[config.mk]
export PLATFORM = sky130hd
export DESIGN_NAME = if_fetch_queue_flat
export DESIGN_NICKNAME = d
export VERILOG_FILES = /design/src/rtl/if_fetch_queue_pkg.sv /design/src/rtl/if_fetch_queue_if.sv /design/src/rtl/if_fetch_queue_inst_fifo.sv /design/src/rtl/if_fetch_queue.sv /design/src/flat_wrapper.sv
export SDC_FILE = /design/constraint.sdc
export NUM_CORES = 1
export LEC_CHECK = 0
export CAP_MARGIN = 20
export CORE_ASPECT_RATIO = 1.4
export CORE_MARGIN = 10
export CORE_UTILIZATION = 40
export DETAILED_ROUTE_END_ITERATION = 10
export PLACE_DENSITY = 0.61
export SETUP_SLACK_MARGIN = 0.2
export SLEW_MARGIN = 30
export SYNTH_ARGS = -nofsm -noshare
export SYNTH_HDL_FRONTEND = slang
export SYNTH_SLANG_ARGS = --single-unit
export TNS_END_PERCENT = 50
[constraint.sdc]
create_clock -name clk_in -period 4.9 [get_ports clk_in]
set_input_delay 0.98 -clock clk_in [delete_from_list [all_inputs] [get_ports clk_in]]
set_output_delay 0.98 -clock clk_in [all_outputs]
set_load 0.005 [all_outputs]
[src/rtl/if_fetch_queue_pkg.sv]
// Shared memory-port encodings, fetch FSM states and the JAL immediate helper.
// Used by if_fetch_queue and the memory controller.
package if_fetch_queue_pkg;

    localparam logic [1:0] MEM_NOP  = 2'b00;
    localparam logic [1:0] MEM_LOAD = 2'b01;
    localparam logic [1:0] MEM_SAVE = 2'b10;

    localparam logic [1:0] MEM_BYTE = 2'b00;
    localparam logic [1:0] MEM_HALF = 2'b01;
    localparam logic [1:0] MEM_WORD = 2'b10;

    localparam logic [31:0] ZeroWord = 32'h0;

    localparam logic [6:0] OPCODE_JAL = 7'b1101111;

    typedef enum logic [1:0] {
        S_IDLE  = 2'b00,
        S_REQ   = 2'b01,
        S_DRAIN = 2'b10
    } fetch_state_e;

    // Sign-extended J-type immediate of a JAL instruction word.
    function automatic logic [31:0] jal_imm(input logic [31:0] w);
        return {{11{w[31]}}, w[31], w[19:12], w[20], w[30:21], 1'b0};
    endfunction

endpackage

[src/rtl/if_fetch_queue_if.sv]
// Bundle of the fetch-side memory port (IF_*) and the decode-side valid/ready port.
// master = fetch queue, slave = memory controller plus decode.
interface if_fetch_queue_if;

    logic [1:0]  IF_op;
    logic [1:0]  IF_len;
    logic [31:0] IF_addr;
    logic        IF_rdy;
    logic [31:0] IF_out;

    logic        inst_valid_out;
    logic [31:0] inst_out;
    logic [31:0] inst_pc_out;
    logic        inst_ready_in;

    modport master (
        output IF_op, IF_len, IF_addr,
        input  IF_rdy, IF_out,
        output inst_valid_out, inst_out, inst_pc_out,
        input  inst_ready_in
    );

    modport slave (
        input  IF_op, IF_len, IF_addr,
        output IF_rdy, IF_out,
        input  inst_valid_out, inst_out, inst_pc_out,
        output inst_ready_in
    );

endinterface

[src/rtl/if_fetch_queue_inst_fifo.sv]
// DEPTH-entry FIFO of {instruction, pc} pairs with synchronous clear.
// Clear dominates push and pop; storage itself is not reset.
module if_inst_fifo #(
    parameter int DEPTH = 4,
    localparam int PW = $clog2(DEPTH),
    localparam int CW = PW + 1
) (
    input  logic          clk,
    input  logic          rst_n,
    input  logic          push,
    input  logic          pop,
    input  logic          clear,
    input  logic [63:0]   wdata,
    output logic [63:0]   rdata,
    output logic [CW-1:0] count,
    output logic          full
);

    logic [PW-1:0] wr_q, wr_d, rd_q, rd_d;
    logic [CW-1:0] cnt_q, cnt_d;
    logic [63:0]   mem_q [DEPTH];
    logic [63:0]   mem_d [DEPTH];

    always_comb begin
        mem_d = mem_q;
        wr_d  = wr_q;
        rd_d  = rd_q;
        cnt_d = cnt_q;
        if (clear) begin
            wr_d  = '0;
            rd_d  = '0;
            cnt_d = '0;
        end else begin
            if (push) begin
                mem_d[wr_q] = wdata;
                wr_d        = wr_q + 1'b1;
            end
            if (pop) begin
                rd_d = rd_q + 1'b1;
            end
            unique case ({push, pop})
                2'b10:   cnt_d = cnt_q + 1'b1;
                2'b01:   cnt_d = cnt_q - 1'b1;
                default: cnt_d = cnt_q;
            endcase
        end
    end

    always_ff @(posedge clk or negedge rst_n) begin
        if (!rst_n) begin
            wr_q  <= '0;
            rd_q  <= '0;
            cnt_q <= '0;
        end else begin
            wr_q  <= wr_d;
            rd_q  <= rd_d;
            cnt_q <= cnt_d;
        end
    end

    always_ff @(posedge clk) begin
        mem_q <= mem_d;
    end

    assign rdata = mem_q[rd_q];
    assign count = cnt_q;
    assign full  = (cnt_q == CW'(DEPTH));

endmodule

[src/rtl/if_fetch_queue.sv]
// Instruction fetch: PC, one-outstanding-load FSM toward the memory controller and an
// instruction FIFO toward decode. Optional JAL target prediction: FETCH_JAL_PREDICT_EN.
module if_fetch_queue
    import if_fetch_queue_pkg::*;
#(
    parameter int          DEPTH    = 4,
    parameter logic [31:0] RESET_PC = 32'h0
) (
    input  logic                    clk_in,
    input  logic                    rst_in,
    input  logic                    rdy_in,
    input  logic                    flush_in,
    input  logic [31:0]             flush_pc_in,
    if_fetch_queue_if.master        bus
);

    localparam int CW = $clog2(DEPTH) + 1;

    fetch_state_e  state_q, state_d;
    logic [31:0]   pc_q, pc_d;
    logic [31:0]   if_addr_q, if_addr_d;
    logic [1:0]    if_op_q, if_op_d;
    logic [31:0]   pc_seq;
    logic          push, pop, clear, full, inst_valid;
    logic [63:0]   head;
    logic [CW-1:0] fifo_count;

`ifdef FETCH_JAL_PREDICT_EN
    assign pc_seq = (bus.IF_out[6:0] == OPCODE_JAL) ? if_addr_q + jal_imm(bus.IF_out)
                                                     : pc_q + 32'd4;
`else
    assign pc_seq = pc_q + 32'd4;
`endif

    always_comb begin
        state_d   = state_q;
        pc_d      = pc_q;
        if_op_d   = if_op_q;
        if_addr_d = if_addr_q;
        push      = 1'b0;
        pop       = 1'b0;
        clear     = 1'b0;
        if (rdy_in) begin
            pop = inst_valid && bus.inst_ready_in && !flush_in;
            if (flush_in) begin
                clear = 1'b1;
                pc_d  = flush_pc_in;
            end
            unique case (state_q)
                S_IDLE: begin
                    if (!flush_in && !full) begin
                        if_op_d   = MEM_LOAD;
                        if_addr_d = pc_q;
                        state_d   = S_REQ;
                    end
                end
                S_REQ: begin
                    // A flush racing the return drops the word without a drain phase.
                    if (bus.IF_rdy) begin
                        if_op_d = MEM_NOP;
                        state_d = S_IDLE;
                        if (!flush_in) begin
                            push = 1'b1;
                            pc_d = pc_seq;
                        end
                    end else if (flush_in) begin
                        state_d = S_DRAIN;
                    end
                end
                S_DRAIN: begin
                    if (bus.IF_rdy) begin
                        if_op_d = MEM_NOP;
                        state_d = S_IDLE;
                    end
                end
                default: state_d = S_IDLE;
            endcase
        end
    end

    always_ff @(posedge clk_in or negedge rst_in) begin
        if (!rst_in) begin
            state_q   <= S_IDLE;
            pc_q      <= RESET_PC;
            if_op_q   <= MEM_NOP;
            if_addr_q <= ZeroWord;
        end else begin
            state_q   <= state_d;
            pc_q      <= pc_d;
            if_op_q   <= if_op_d;
            if_addr_q <= if_addr_d;
        end
    end

    if_inst_fifo #(.DEPTH(DEPTH)) u_fifo (
        .clk   (clk_in),
        .rst_n (rst_in),
        .push  (push),
        .pop   (pop),
        .clear (clear),
        .wdata ({bus.IF_out, if_addr_q}),
        .rdata (head),
        .count (fifo_count),
        .full  (full)
    );

    assign inst_valid         = (fifo_count != '0);
    assign bus.IF_op          = if_op_q;
    assign bus.IF_len         = MEM_WORD;
    assign bus.IF_addr        = if_addr_q;
    assign bus.inst_valid_out = inst_valid;
    assign bus.inst_out       = inst_valid ? head[63:32] : ZeroWord;
    assign bus.inst_pc_out    = inst_valid ? head[31:0]  : ZeroWord;

endmodule

[src/flat_wrapper.sv]
// flat-port wrapper written by rule: the top's interface ports become plain ports
module if_fetch_queue_flat import if_fetch_queue_pkg::*;
#(
    parameter int          DEPTH    = 4,
    parameter logic [31:0] RESET_PC = 32'h0
)
  (clk_in, rst_in, rdy_in, flush_in, flush_pc_in, bus_IF_op, bus_IF_len, bus_IF_addr, bus_IF_rdy, bus_IF_out, bus_inst_valid_out, bus_inst_out, bus_inst_pc_out, bus_inst_ready_in);
  if_fetch_queue_if bus_i ();
  input  logic clk_in;
  input  logic rst_in;
  input  logic rdy_in;
  input  logic flush_in;
  input  logic [31:0] flush_pc_in;
  output wire logic [$bits(bus_i.IF_op)-1:0] bus_IF_op;
  output wire logic [$bits(bus_i.IF_len)-1:0] bus_IF_len;
  output wire logic [$bits(bus_i.IF_addr)-1:0] bus_IF_addr;
  input wire logic [$bits(bus_i.IF_rdy)-1:0] bus_IF_rdy;
  input wire logic [$bits(bus_i.IF_out)-1:0] bus_IF_out;
  output wire logic [$bits(bus_i.inst_valid_out)-1:0] bus_inst_valid_out;
  output wire logic [$bits(bus_i.inst_out)-1:0] bus_inst_out;
  output wire logic [$bits(bus_i.inst_pc_out)-1:0] bus_inst_pc_out;
  input wire logic [$bits(bus_i.inst_ready_in)-1:0] bus_inst_ready_in;
  assign bus_IF_op = bus_i.IF_op;
  assign bus_IF_len = bus_i.IF_len;
  assign bus_IF_addr = bus_i.IF_addr;
  assign bus_i.IF_rdy = bus_IF_rdy;
  assign bus_i.IF_out = bus_IF_out;
  assign bus_inst_valid_out = bus_i.inst_valid_out;
  assign bus_inst_out = bus_i.inst_out;
  assign bus_inst_pc_out = bus_i.inst_pc_out;
  assign bus_i.inst_ready_in = bus_inst_ready_in;
  if_fetch_queue #(.DEPTH(DEPTH), .RESET_PC(RESET_PC)) u_core (.clk_in(clk_in), .rst_in(rst_in), .rdy_in(rdy_in), .flush_in(flush_in), .flush_pc_in(flush_pc_in), .bus(bus_i));
endmodule
Word-level counts from Yosys, hierarchy flattened
Index checks and enable logic that the tools add are counted.

Register bits: 331. Bits of input ports: 70. Output and inout port bits: 101.

Bitwise gates (word level): 3. Add/sub/neg operators: 5. Muxes and demuxes: 31. Equal/unequal tests: 9. $lt $le $gt $ge: 3. Reductions and logical operators: 17.

Operators by type and width (number): $bwmux W256 (1); $mux W32 (6); $mux W64 (3); $bmux W64 S2 (1); $demux W64 S2 (1); $add A32 B3 Y32 const B (1); $mux W2 (8); $reduce_and A4 Y1 (2); $mux W1 (7); $ge A3 B3 Y1 const B (2); $not A2 Y3 (2); $pmux W2 S3 (1); $pmux W3 S2 (1); $reduce_bool A2 Y1 (3); $reduce_bool A3 Y1 (2); $add A2 B1 Y2 const B (2); $eq A2 B1 Y1 const B (2); $eq A2 B2 Y1 const B (2); $logic_and A1 B1 Y1 (4); $ne A2 B1 Y1 const B (2); $pmux W2 S2 (1); $add A3 B1 Y3 const B (1); $eq A3 B3 Y1 const B (1); $lt A3 B1 Y1 const B (1); 10 further kinds (11).

Depth between registers and ports, before layout
Depth in word-level cells: 7. Mapped depth: 10. Mapped depth without buffers: 9.

Modules after synthesis
From an unflattened synthesis, not the netlist that was laid out.

Cells, all modules: 785. Area total of the unflattened synthesis: 13548.0 um2.

Modules (own cells, without submodules): if_inst_fifo (instances 1, area each 9664.3 um2, seq. area each 7862.5 um2, cells each 376); if_fetch_queue (instances 1, area each 3883.7 um2, seq. area each 1676.6 um2, cells each 409).

Worst setup path before layout
OpenSTA, ideal clock, no wires.

Path type: input -> register. From: input rdy_in. To: register u_core.u_fifo.mem_q[0] in the netlist's numbering, enable pin. Data arrival time: 3.122 ns. Setup slack: 1.349 ns. Cell stages on the path: 3. Data required time: 4.471 ns. Path through: clkbuf_1 > clkbuf_1 > and3_1.

Word-level cells in the longest chain between the ends: 3. Elaborated cells between the ends (all ways): 4. Classes of those cells: mux (2); bitwise (1); reduce/logical (1).

Ends and longest elaborated chain: start: declaration (RTL line flat_wrapper.sv:11) `input logic rdy_in;`; $mux W1 (RTL line if_fetch_queue.sv:43) `if (rdy_in) begin`; $not A1 Y1 (no source line); $reduce_and A2 Y1 (no source line) *; end signal: assignment (RTL line if_fetch_queue_inst_fifo.sv:62) `mem_q <= mem_d;`; end: declaration (RTL line if_fetch_queue_inst_fifo.sv:21) `logic [63:0] mem_q [DEPTH];`.

Every way passes the cells marked *; elsewhere a longest branch is shown, timed or not. A chain may end at the register's enable or synchronous reset.

Worst setup path after layout
From: register u_core.u_fifo.rd_q[0]. To: output bus_inst_out[25].

Word-level cells in the longest chain between the ends: 5.

Ends and longest elaborated chain: start: declaration (RTL line if_fetch_queue_inst_fifo.sv:19) `logic [PW-1:0] wr_q, wr_d, rd_q, rd_d;`; start signal: assignment (RTL line if_fetch_queue_inst_fifo.sv:56) `rd_q <= rd_d;`; $not A2 Y3 (not written as such) (RTL line if_fetch_queue_inst_fifo.sv:65) `assign rdata = mem_q[rd_q];`; $bmux W64 S2 (RTL line if_fetch_queue_inst_fifo.sv:65); $mux W64 (not written as such) (2 in series) (RTL line if_fetch_queue_inst_fifo.sv:65); $mux W32 (RTL line if_fetch_queue.sv:112) `assign bus.inst_out = inst_valid ? head[63:32] : ZeroWord;`; end: declaration (RTL line flat_wrapper.sv:20) `output wire logic [$bits(bus_i.inst_out)-1:0] bus_inst_out;`.

Every way passes these cells. The select of a mux whose other input is x is not followed.

==> results <==
- The run finished with clean final reports.
- Counting flops and latches in the post-synthesis netlist gives 330.
- The count of pins over their slew limit came to 0.
- The total overflow left after global routing is 0.
- The launch point of the worst reg-to-reg path is u_core.u_fifo.count[1].
- The total routed wirelength is 30.9 mm.
- The share of the synthesized area in the top cell type is 56.4%.
- Once placement completed, the tool counted placed cells totaling 1379.
- The max-cap violation count is 0.
- In the global route stage, met1 resource usage came out at 18.2%.
- The first-pass GRT wire length is 48.1 mm.
- The multiplexer share of the synthesized area is 14.3%.
- The count of nets after finishing is 1049.
- Static timing analysis puts the maximum clock frequency at 0.254 GHz.
- For the worst flop-to-flop path, the logic depth is 8.
- The I/O pin total is 171.
- Measured against its own limit, the worst slew margin works out to 49.3%.
- The floorplan step defined a core boundary enclosing 33400 sq um.
- In this run, the combinational gates consume 23.6% of the power.
- The placer congestion estimate is 0.836.
- The kind of critical path is flip-flop to output pin.
- The filler cell count in the final layout is 2887.
- The die footprint is 42000 sq um.
- The count of non-filler cells in the finished layout is 1438.
- The transition time at the pin with the least slew margin is 760 ps.
- Post-CTS timing repair inserted 0 buffers for setup.
- The global-route track usage on met3 is 2.53%.
- The die is 176 um wide.
- After synthesis, the mean cell area works out to 17.1 sq um.
- After synthesis, the share of flip-flops with an asynchronous set or reset is 22.4%.
- The tree is rooted in a clkbuf_16.
- Along the worst path, the maximum fanout reaches 42.
- For this run, the total global-route usage over all layers was measured as 14.6%.
- After technology mapping, the gate count stands at 798.
- The per-cell via count in the routed design is 5.25.
- Dividing the detail-routed wire length by the instance count gives 21.5 um.
- The worst setup path is captured at an output pin.
- Entering global routing, the biggest net connects 75 pins.
- The basic-gate share of the synthesized area counting and, or, nand and nor cells is 8.19%.
- The sequential fraction of the synthesis area is 70.0%.
- The vertical die dimension is 238 um.
- The number of cells upsized or downsized after cts is 0.
- Relative to the synthesized area, the layout overhead comes to 24.4%.
- The static leakage is 5.79 nW.
- The clock latency on the worst-skew pair is 550 ps.
- The number of rows created at floorplan is 79.
- The clock tree from TritonCTS is built.
- The combinational family with the most area after synthesis is multiplexers.
- The first routing iteration left 465 violations.
- After synthesis the cells add up to 13600 sq um.
- The category of the worst setup path launch point is a flip-flop.
- The commonest cells after synthesis are edfxtp_1 (256), dfrtp_1 (74), and2_1 (66), mux4_2 (64), nand2_1 (42).
- The HPWL after detailed placement is 19.9 mm.
- The number of enable flip-flop cells after synthesis is 256.
- The number of global-route vias before repair is 8044.
- The critical path data required time is 3920 ps.
- The xor and xnor area share after synthesis is 0.193%.
- During placement, the flow inserted port buffers numbering 167.
- The number of failing hold endpoints at the final stage came to 0.
- Of the total power, the share spent switching nets is 26.5%.
- Buffers inserted during clock tree synthesis total 31.
- The final sum of negative setup slack is 0 ps.
- For met2 alone, demand over resource in global routing was 25.4%.
- The adder and majority cell fraction of the synthesized area is 1.06%.
- In this run the deepest clock path goes through 3 buffers.
- Power spread over the standard cell area amounts to 486 nW/um^2.
- The initial utilization of the core area, before any placement, comes to 40.8%.
- The post-layout minimum cycle time is 3930 ps.
- The number of different library cells used by synthesis comes to 63.
- The cell with the most instances after synthesis is edfxtp_1.
- edfxtp_1 takes more of the synthesized area than any other cell.
- The proportion of power drawn by flip-flops and latches is 46.7%.
- The fraction of the mapped netlist area in compound gates is 4.35%.
- The number of hold buffers added after CTS was 0.
- The warning count from the yosys run is 0.
- For the worst setup path, the data arrival time is 2950 ps.
- The worst setup slack for register-to-register paths is 2050 ps.
- Clock skew on the completed layout was measured at 8.61 ps.
- The critical path starts at u_core.u_fifo.rd_q[0].
- The number of H-tree levels is 1.
- met2 is the most crowded layer.
- The internal portion of the total power is 6.05 mW.
- In this run the remaining antenna-violating nets after routing total 0.
- The post-route netlist has 19.1% of its cells at a drive strength greater than 1.
- The worst IR drop on VDD is 219 uV.
- Setup repair after global routing left no endpoint under its margin.
- The most frequently used flop master after synthesis is edfxtp_1.
- Before antenna repair, the detailed router went through 5 iterations.
- The post-route clock period utilization is 80.2%.
- By area the synthesized netlist is led by edfxtp_1 (56%), dfrtp_1 (14%), mux4_2 (11%).
- The initial antenna violation count is 1.
- The worst setup path endpoint is bus_inst_out[25].
- The clock-pin slew on the worst setup and hold paths is 70 ps.
- Setup violations remaining at the end of the flow were counted as 0.
- The kind of path behind the tightest hold check is input pin to async pin.
- The clock network is responsible for 29.7% of the overall power.
- The overall via count from detail_route is 7543.
- Hold timing on the final database bottoms out at a slack of 448 ps.
- For this run, design rule violations remaining after detail routing come to 0.
- The terminus of the critical flop-to-flop path is u_core.u_fifo.count[2].
- Clock tree synthesis found a total of 330 sinks.
- The net load switching power is 2.18 mW.
==> flip-flops by register name, summed over array words and instances, names as in the netlist <==
| name | cells |
|---|---|
| u_core.pc_q | 32 |
| u_core.state_q | 2 |
| u_core.u_fifo.wr_q | 2 |
| u_core.bus.IF_addr | 32 |
| u_core.u_fifo.mem_q | 256 |
| u_core.u_fifo.rd_q | 2 |
| u_core.bus.IF_op | 1 |
| u_core.u_fifo.count | 3 |
==> logic make-up after synthesis <==
logic type / Yosys count
compound gates: 93
xor+xnor: 3
fa+ha+maj: 11
buf+inv: 57
flops: 330
mux: 110
other cells: 2
simple gates: 192
==> how the worst min path moves through the flow <==
stage	cells after the start	from	to	slack (ps)
2_1_floorplan	2	u_core.pc_q[0]	u_core.pc_q[0]	440
3_3_place_gp	2	u_core.pc_q[1]	u_core.pc_q[1]	460
3_5_place_dp	2	u_core.pc_q[0]	u_core.pc_q[0]	470
4_1_cts	2	u_core.pc_q[0]	u_core.pc_q[0]	490
5_1_grt	1	rst_in	u_core.pc_q[14]	490
6_report	1	rst_in	u_core.bus.IF_addr[28]	450
==> worst max-delay path, stage by stage, from the launching register on <==
cell and delay, ps:
dfrtp_4 780, buf_12 400, mux4_2 550, and2_1 170, clkdlybuf4s50_1 450
==> area by class of cell <==
class	instances	area [sq um]	area share, %
multi-input cells	412	3870	22.8
clock buffers	36	868	5.12
repair buffers	183	1890	11.1
inverters	10	37.5	0.221
well taps	445	557	3.28
clock inverters	21	189	1.11
flip-flops and latches	330	9550	56.3
diodes	1	2.50	0.0148
==> power groups by stage <==
stage | Sequential, mW | Combinational (mW) | Clock, mW
after floorplan | 3.74 | 0.980 | 0
after global placement | 3.92 | 1.97 | 0
after detailed placement | 3.92 | 2.01 | 0
after CTS | 3.86 | 2.01 | 2.51
after global routing | 3.91 | 2.13 | 2.61
final | 3.84 | 1.95 | 2.44
==> layout by cell type (no fill, tap or decap), types with 4 or more instances in the layout <==
cell / count
mux2_2: 34
mux4_2: 64
clkinv_2: 9
and3_1: 10
and3_4: 4
o22ai_1: 17
inv_1: 9
nor2_1: 18
buf_4: 9
and2_1: 66
nand2_1: 42
clkbuf_16: 34
nand3_1: 11
nand4_1: 6
mux2i_1: 12
a21oi_1: 24
a22oi_1: 5
nor3_1: 7
edfxtp_1: 256
clkinv_1: 5
clkdlybuf4s50_1: 165
dfrtp_1: 72
buf_12: 5
ha_1: 10
o21ai_0: 18
==> layer usage <==
| layer | routed length (um) | up-vias |
|---|---|---|
| met5 | 0 | - |
| met4 | 678 | 0 |
| met3 | 1520 | 39 |
| met2 | 16000 | 197 |
| met1 | 12600 | 3842 |
| li1 | - | 3465 |
==> through the flow <==
| stage | power (mW) | area, sq um | utilization [%] | setup WS (ps) |
|---|---|---|---|---|
| after floorplan | 4.72 | 13600 | - | 1350 |
| after global placement | 5.89 | 15800 | 47.3 | 1440 |
| after detailed placement | 5.92 | 15900 | 47.5 | 1420 |
| after CTS | 8.38 | 16900 | 50.7 | 849 |
| after global routing | 8.66 | 17000 | 50.8 | 757 |
| final | 8.23 | 17000 | 50.8 | 970 |
Note: power is estimated with default switching activity, not from simulation.
